## src/rtl/exu_ifetch_rcv_pkg.sv

```systemverilog
// ---------------------------------------------------------------------------
// exu_ifetch_rcv_pkg
// Shared MCU definitions for the instruction receive stage: PC and data
// widths, the default instruction buffer depth, the receive FSM state
// encoding, and a helper that classifies an instruction as 32-bit.
// ---------------------------------------------------------------------------
package exu_ifetch_rcv_pkg;

  localparam int PC_SIZE            = 32;
  localparam int XLEN               = 32;
  localparam int FIFO_DEPTH_DEFAULT = 2;

  typedef enum logic [0:0] {
    ST_RUN   = 1'b0,
    ST_FLUSH = 1'b1
  } exu_rcv_state_e;

  // RISC-V: lower two opcode bits of 2'b11 mark a full 32-bit encoding,
  // anything else is a 16-bit compressed instruction.
  function automatic logic is_rv32(input logic [1:0] ir_lsb);
    return (ir_lsb == 2'b11);
  endfunction

endpackage

```

## src/rtl/exu_ifetch_fifo.sv

```systemverilog
// ---------------------------------------------------------------------------
// exu_ifetch_fifo
// Small synchronous FIFO holding fetched instructions between the IFU and
// decode. Head entry is presented combinationally from the storage array.
// Ports:
//   clk, rst      clock, asynchronous active-high reset
//   i_push/i_data write one entry (caller guarantees not full)
//   i_pop         remove head entry (caller guarantees not empty)
//   i_flush       discard all entries; has priority over push/pop
//   o_data        head entry
//   o_occupancy   number of entries held
// ---------------------------------------------------------------------------
module exu_ifetch_fifo #(
  parameter int DEPTH = 2,
  parameter int WIDTH = 64,
  localparam int AW   = $clog2(DEPTH)
) (
  input  logic             clk,
  input  logic             rst,
  input  logic             i_push,
  input  logic [WIDTH-1:0] i_data,
  input  logic             i_pop,
  input  logic             i_flush,
  output logic [WIDTH-1:0] o_data,
  output logic [AW:0]      o_occupancy
);

  logic [WIDTH-1:0] r_mem [DEPTH];
  logic [AW-1:0]    r_wr_ptr;
  logic [AW-1:0]    r_rd_ptr;
  logic [AW:0]      r_count;

  // DEPTH is a power of two, so pointer overflow is the modulo wrap.
  always_ff @(posedge clk or posedge rst) begin
    if (rst) begin
      r_wr_ptr <= '0;
      r_rd_ptr <= '0;
      r_count  <= '0;
    end else if (i_flush) begin
      r_wr_ptr <= '0;
      r_rd_ptr <= '0;
      r_count  <= '0;
    end else begin
      if (i_push) r_wr_ptr <= r_wr_ptr + 1'b1;
      if (i_pop)  r_rd_ptr <= r_rd_ptr + 1'b1;
      r_count <= r_count + (AW+1)'(i_push) - (AW+1)'(i_pop);
    end
  end

  // Storage has no reset; validity is tracked solely by r_count.
  always_ff @(posedge clk) begin
    if (i_push && !i_flush) r_mem[r_wr_ptr] <= i_data;
  end

  assign o_data      = r_mem[r_rd_ptr];
  assign o_occupancy = r_count;

endmodule

```

## src/rtl/exu_ifetch_rcv.sv

```systemverilog
// ---------------------------------------------------------------------------
// exu_ifetch_rcv
// Receives instruction beats from the IFU, buffers them, and presents them
// in order to decode. A taken branch or an exception moves the block into a
// one-cycle FLUSH state that empties the buffer and pulses flush requests
// back to the IFU (with the redirect PC for branches).
// Ports:
//   clk, rst                      clock, asynchronous active-high reset
//   ifu_i_ifu_valid/ir/pc         incoming instruction beat
//   exu_o_ready                   beat accepted this cycle when valid
//   dec_o_valid/ir/pc/rv32        head instruction toward decode
//   dec_i_ready                   decode consumes head
//   bjp_i_resolve_vld/taken/target branch resolution
//   exu_i_excp                    trap/interrupt flush request
//   exu_o_pipe_flush_req          flush pulse to IFU
//   exu_o_bjp_flush_req/pc        branch redirect pulse and PC
//   exu_o_occupancy               entries held in the buffer
// ---------------------------------------------------------------------------
module exu_ifetch_rcv
  import exu_ifetch_rcv_pkg::*;
#(
  parameter int FIFO_DEPTH = FIFO_DEPTH_DEFAULT,
  localparam int OW        = $clog2(FIFO_DEPTH) + 1
) (
  input  logic               clk,
  input  logic               rst,
  input  logic               ifu_i_ifu_valid,
  input  logic [XLEN-1:0]    ifu_i_ir,
  input  logic [PC_SIZE-1:0] ifu_i_pc,
  output logic               exu_o_ready,
  output logic               dec_o_valid,
  output logic [XLEN-1:0]    dec_o_ir,
  output logic [PC_SIZE-1:0] dec_o_pc,
  output logic               dec_o_rv32,
  input  logic               dec_i_ready,
  input  logic               bjp_i_resolve_vld,
  input  logic               bjp_i_taken,
  input  logic [PC_SIZE-1:0] bjp_i_target,
  input  logic               exu_i_excp,
  output logic               exu_o_pipe_flush_req,
  output logic               exu_o_bjp_flush_req,
  output logic [PC_SIZE-1:0] exu_o_bjp_flush_pc,
  output logic [OW-1:0]      exu_o_occupancy
);

  localparam logic [OW-1:0] DEPTH_L = OW'(FIFO_DEPTH);

  exu_rcv_state_e r_state;
  exu_rcv_state_e w_state_next;
  logic           r_bjp_cause;
  logic [PC_SIZE-1:0] r_flush_pc;
  logic           r_rdy_en;      // holds ready low for the first cycle out of reset

  logic                    w_trigger;
  logic                    w_bjp_cause;
  logic                    w_push;
  logic                    w_pop;
  logic                    w_fifo_flush;
  logic [OW-1:0]           w_occ;
  logic [PC_SIZE+XLEN-1:0] w_head;

  // Flush causes are only honoured in RUN; exception overrides a branch.
  assign w_trigger   = (r_state == ST_RUN) &
                       ((bjp_i_resolve_vld & bjp_i_taken) | exu_i_excp);
  assign w_bjp_cause = bjp_i_resolve_vld & bjp_i_taken & ~exu_i_excp;

  always_comb begin
    w_state_next         = r_state;
    exu_o_ready          = 1'b0;
    dec_o_valid          = 1'b0;
    exu_o_pipe_flush_req = 1'b0;
    exu_o_bjp_flush_req  = 1'b0;
    w_fifo_flush         = 1'b0;
    case (r_state)
      ST_RUN: begin
        exu_o_ready = r_rdy_en & (w_occ < DEPTH_L);
        dec_o_valid = (w_occ != '0);
        if (w_trigger) w_state_next = ST_FLUSH;
      end
      ST_FLUSH: begin
        exu_o_pipe_flush_req = 1'b1;
        exu_o_bjp_flush_req  = r_bjp_cause;
        w_fifo_flush         = 1'b1;
        w_state_next         = ST_RUN;
      end
      default: w_state_next = ST_RUN;
    endcase
  end

  always_ff @(posedge clk or posedge rst) begin
    if (rst) begin
      r_state     <= ST_RUN;
      r_bjp_cause <= 1'b0;
      r_flush_pc  <= '0;
      r_rdy_en    <= 1'b0;
    end else begin
      r_state  <= w_state_next;
      r_rdy_en <= 1'b1;
      if (w_trigger) begin
        r_bjp_cause <= w_bjp_cause;
        if (w_bjp_cause) r_flush_pc <= bjp_i_target;
      end
    end
  end

  // A beat arriving in the triggering cycle belongs to the squashed path.
  assign w_push = ifu_i_ifu_valid & exu_o_ready & ~w_trigger;
  assign w_pop  = dec_o_valid & dec_i_ready;

  exu_ifetch_fifo #(
    .DEPTH (FIFO_DEPTH),
    .WIDTH (PC_SIZE + XLEN)
  ) u_fifo (
    .clk         (clk),
    .rst         (rst),
    .i_push      (w_push),
    .i_data      ({ifu_i_pc, ifu_i_ir}),
    .i_pop       (w_pop),
    .i_flush     (w_fifo_flush),
    .o_data      (w_head),
    .o_occupancy (w_occ)
  );

  assign dec_o_pc           = w_head[PC_SIZE+XLEN-1:XLEN];
  assign dec_o_ir           = w_head[XLEN-1:0];
  assign dec_o_rv32         = is_rv32(w_head[1:0]);
  assign exu_o_bjp_flush_pc = r_flush_pc;
  assign exu_o_occupancy    = w_occ;

endmodule

```

## config.mk

```make
export PLATFORM = sky130hd
export DESIGN_NAME = exu_ifetch_rcv
export DESIGN_NICKNAME = d
export VERILOG_FILES = /design/src/rtl/exu_ifetch_rcv_pkg.sv /design/src/rtl/exu_ifetch_fifo.sv /design/src/rtl/exu_ifetch_rcv.sv
export SDC_FILE = /design/constraint.sdc
export NUM_CORES = 1
export LEC_CHECK = 0
export CORE_ASPECT_RATIO = 0.5
export CORE_MARGIN = 2
export CORE_UTILIZATION = 46
export DETAILED_ROUTE_END_ITERATION = 8
export PLACE_DENSITY = 0.9
export SLEW_MARGIN = 20
export SYNTH_ARGS = -nofsm -noshare
export SYNTH_HDL_FRONTEND = slang
export SYNTH_SLANG_ARGS = --single-unit
```

## constraint.sdc

```tcl
create_clock -name clk -period 5.1 [get_ports clk]
set_clock_uncertainty 0.2 [all_clocks]
set_input_delay 0.765 -clock clk [delete_from_list [all_inputs] [get_ports clk]]
set_output_delay 0.765 -clock clk [all_outputs]
set_load 0.005 [all_outputs]
```

# Word-level counts from Yosys, hierarchy flattened
# Memories as Yosys holds them, arrays and structs flattened.
# Cells that the tools add are included.
# totals
register_bits	39
ramBits	128
output_inout_bits	103
word_cells	44
n_memories	1
# classes
n_addsub	4
n_lt_le_gt_ge	1
eq_ne	1
mux	13
bitwise	11
reduce_logical	6
# mem_list
memory	words	word_bits	rd	rd_clocked_by_memory_dff	wr	line_no	text
u_fifo.r_mem	2	64	1	0	1	exu_ifetch_fifo.sv:28	logic [WIDTH-1:0] r_mem [DEPTH];
# ops
cell	n
$mux 1	11
$and 1x1->1	7
$reduce_bool 2->1	3
$not 1->1	3
$add 1x1->1 const B	2
$add 2x1->2	1
$eq 2x2->1 const B	1
$lt 2x2->1 const B	1
$mux 2	1
$pmux 1 s2	1
$reduce_and 2->1	1
$sub 2x1->2	1
$logic_and 1x1->1	1
$logic_not 1->1	1
$or 1x1->1	1

# Depth between registers and ports, before layout
# depth
ltp_word	8
mapped_depth	8
mapped_depth_nobuf	7

# By module
# A second synthesis with hierarchy kept.
# unflattened
cells_unflattened	304
hier_area_um2	6576.3
# by_module_without_submodules
module	instances	cells_per_inst	area_per_inst_um2	seq_area_each_um2
exu_ifetch_fifo	1	217	5034.8	3943.8
exu_ifetch_rcv	1	87	1541.5	875.8

# Least setup slack after synthesis
# Ideal clock, no wire load.
# synth_timing
path_type	in2reg
startpoint	input bjp_i_resolve_vld
endpoint	memory u_fifo.r_mem[0][0] (enable)
arrival_ns	3.836
slack_ns	0.577
stages	3
n_path_buf	0
path_cell_list	a21oi_1 -> nand3_1 -> nor2_1
# synth_via
elab_chain_len	8
# synth_rtl
element	line_no	text
start: declaration	exu_ifetch_rcv.sv:36	input logic bjp_i_resolve_vld,
$and 1x1->1	exu_ifetch_rcv.sv:64	((bjp_i_resolve_vld & bjp_i_taken) | exu_i_excp);
$or 1x1->1	exu_ifetch_rcv.sv:64	
$and 1x1->1	exu_ifetch_rcv.sv:63	assign w_trigger = (r_state == ST_RUN) &
$not 1->1	exu_ifetch_rcv.sv:107	assign w_push = ifu_i_ifu_valid & exu_o_ready & ~w_trigger;
$and 1x1->1	exu_ifetch_rcv.sv:107	
$logic_and 1x1->1	exu_ifetch_fifo.sv:52	if (i_push && !i_flush) r_mem[r_wr_ptr] <= i_data;
$mux 1	exu_ifetch_fifo.sv:52	
$mux 1 (implied by the code)	exu_ifetch_fifo.sv:52	
end: declaration	exu_ifetch_fifo.sv:28	
# No other way between the ends.

# Worst setup path after layout
# layout_timing
startpoint	register u_fifo.r_rd_ptr
endpoint	output dec_o_rv32
# layout_via
elab_chain_len	2
# layout_rtl
element	line_no	text
start: declaration	exu_ifetch_fifo.sv:30	logic [AW-1:0] r_rd_ptr;
start signal: assignment	exu_ifetch_fifo.sv:45	if (i_pop) r_rd_ptr <= r_rd_ptr + 1'b1;
$mem_v2 2x64	n/a	
$eq 2x2->1	exu_ifetch_rcv_pkg.sv:21	return (ir_lsb == 2'b11);
end: declaration	exu_ifetch_rcv.sv:34	output logic dec_o_rv32,
# No other way between the ends.

==> run_results.csv <==
group,metric,value,unit
outcome,status,"complete, no violations",
sta,slew_headroom,38.5,%
grt,grt_pass1_wl,19.5,mm
clock_tree,clock_latency,400,ps
clock_tree,clock-sinks,167,
drt,routed_wl,12.8,mm
clock_tree,cts_resized,0,
placement,dp_cells,672,
worst_setup_path,crit_type,"reg2out",
drt,detail_route.first_pass.iterations,6,
sta,hold_viol,0,
worst_setup_path,ff2ff_setup_slack,2580,ps
finish,area_growth,46.3,%
placement,port_buffers,205,
grt,grt_max_degree,65,
sta,worst_slack,1830,ps
die,start_util,47.9,%
yosys,synth-async-reset-ratio,23.4,%
yosys,yosysSeqAreaShare,78.1,%
job,drv_cap,0,
placement,gp_congestion,0.733,
sta,setup_viol,0,
clock_tree,numCtsBuffers,17,
power,p_leak,3.20,nW
yosys,synth_edf_count,128,
die,die_h,85.9,um
yosys,synthCells,302,
yosys,yosys-top-cells-area,"edfxtp_1 62%, mux2_2 17%, dfrtp_1 16%",
finish,stdcell_count,704,
power,power.density,412,nW/um2
power,power,3.72,mW
sta,hold-worst-slack,293,ps
sta,period_share,64.1,%
clock_tree,clockBufferDepth,2,
sta,worst_pin_slew,919,ps
drt,m1WireLength,4.72,mm
worst_setup_path,critPathBufInv,2,
yosys,synthDistinctLibCells,23,
grt,grt_antenna_before_repair,0,
clock_tree,cts_hold_buf,0,
drt,ant_nets,0,
drt,drcViolationCount,0,
yosys,postSynthAreaPerCell,20.4,um2
finish,n_fill_cell,820,
worst_setup_path,worst_path_largest_cell_delay,460,ps
clock_tree,htreeDepth,4,
clock_tree,post_cts.repair.setup_buffers,0,
grt,grt_use_total,18.2,%
yosys,synth_nets,407,
finish,layout-drive-gt1-share,24.5,%
yosys,syn_area,6170,um2
clock_tree,cts_tree,"built",
drt,avgViaCountPerCell,4.90,
yosys,synth_common_cells,"128 x edfxtp_1, 91 x mux2_2, 39 x dfrtp_1",
die,dieArea,14400,um2
die,io_pins,206,
worst_setup_path,worstPathMaxFanout,37,
drt,wl_met3,818,um
clock_tree,clk_pin_slew,60,ps
placement,placed_cell_area,8420,um2
power,peakVddDrop,0.000253,V
placement,place_hpwl,8.81,mm
worst_setup_path,worst_path_max_delay_cell,"buf_4",
yosys,ys_ff_latch,167,
worst_setup_path,cp_cell_sequence,"buf_4, mux2_2, and2_1, clkdlybuf4s50_1",
die,num_rows,29,
finish,diodes,0,
drt,met2WireLength,7.09,mm
sta,fmax,0.306,GHz
worst_setup_path,worst_ep_arrival_time,2310,ps
finish,final_net_count,626,
sta,min_period,3270,ps
yosys,ys_warn_count,0,
placement,post-place-ws,1790,ps
worst_setup_path,crit_path_start_kind,"flop",
die,die_w,168,um
sta,tns,0,ps
grt,overflow,0,
yosys,yosys.area.top_type_share,62.2,%
yosys,synth_ff_type,"edfxtp_1",
drt,first_iter_violations,147,
finish,fin_util,70.1,%
yosys,yosysMostFrequentCell,"edfxtp_1",
drt,routed.top_layer,"met4",
die,core,12900,um2
drt,num_vias,3450,
hold_path,holdCritPathClass,"reg2reg",
worst_setup_path,cp.required,4140,ps
sta,rsz0062_at_grt,"no",
worst_setup_path,cp-end-kind,"output pin",
worst_setup_path,critical_path.top_delay_family,"buffers and inverters",
clock_tree,cts_root_buf,"clkbuf_16",
sta,slew_violations,0,
drt,wl_per_cell,18.2,um
grt,grt_pass1_vias,3766,
finish,final_area,9030,um2
yosys,yosys.area.top_type,"edfxtp_1",
==> per-layer routing <==
metal  track usage (%)  vias up
li1                  -     1587
met1              19.3     1741
met2              34.1      109
met3              6.51       13
met4              6.09        0
met5                 0        -
==> layout by cell type, fill, tap and decap left out, types with 2 or more instances in the layout <==
| master | synthesis | routed |
|---|---|---|
| buf_4 | 0 | 6 |
| nor2_1 | 4 | 2 |
| ha_1 | 2 | 2 |
| nor2_4 | 0 | 2 |
| clkinvlp_4 | 0 | 4 |
| a21oi_1 | 2 | 2 |
| mux2_2 | 91 | 91 |
| bufinv_16 | 0 | 4 |
| clkdlybuf4s50_1 | 0 | 205 |
| clkbuf_1 | 0 | 3 |
| and2_1 | 3 | 3 |
| mux2_1 | 6 | 6 |
| inv_1 | 3 | 3 |
| nand2b_1 | 2 | 2 |
| dfrtp_1 | 39 | 38 |
| clkbuf_16 | 0 | 17 |
| edfxtp_1 | 128 | 128 |
==> area by class of cell <==
type                            count  area (um2)  share of cell area [%]
Sequential cell                   167        4820                    53.4
Clock inverter                     12         176                    1.95
Clock buffer                       20         437                    4.83
Multi-Input combinational cell    121        1280                    14.2
Tap cell                          170         213                    2.35
Timing Repair Buffer              211        2100                    23.2
Inverter                            3        11.3                   0.125
==> kinds of logic (layout without fill, tap and decap cells) <==
logic type | Yosys count | count (layout) | share of synthesized area [%]
mux | 98 | 98 | 17.9
buf+inv | 14 | 246 | 1.48
flops | 167 | 167 | 78.1
compound gates | 4 | 4 | 0.405
other cells | 1 | 1 | 0.0607
xor+xnor | 2 | 2 | 0.284
fa+ha+maj | 2 | 2 | 0.405
simple gates | 14 | 14 | 1.46
==> worst register-to-register path, stage by stage (launching register included) <==
cell	delay (ps)
dfrtp_1	520
nor3b_2	280
nand3_1	280
nor2_4	150
buf_4	660
==> registers in the layout, indices dropped and copies added (netlist names) <==
signal	cells
u_fifo.r_mem	128
exu_o_bjp_flush_pc	32
u_fifo.o_occupancy	2
r_bjp_cause	1
r_rdy_en	1
r_state	1
u_fifo.r_rd_ptr	1
u_fifo.r_wr_ptr	1
==> worst paths after layout <==
path / from / to / depth (start not counted)
worst min-delay path: exu_o_bjp_flush_pc[25] / exu_o_bjp_flush_pc[25] / 1
worst min register to register: exu_o_bjp_flush_pc[25] / exu_o_bjp_flush_pc[25] / 1
worst max-delay path: u_fifo.r_rd_ptr / dec_o_rv32 / 4
max in group asynchronous: rst / u_fifo.r_rd_ptr / 3
min in group asynchronous: rst / exu_o_bjp_flush_pc[10] / 3
worst max register to register: r_state / u_fifo.r_mem[0][2] / 4
==> power by group <==
group          switching [mW]  leakage [nW]  internal (mW)  total (mW)
logic                   0.256          1.29          0.524       0.781
clock network           0.496         0.284          0.820        1.32
registers              0.0552          1.63           1.57        1.62
No activity file was read; power rests on OpenSTA's default activity.
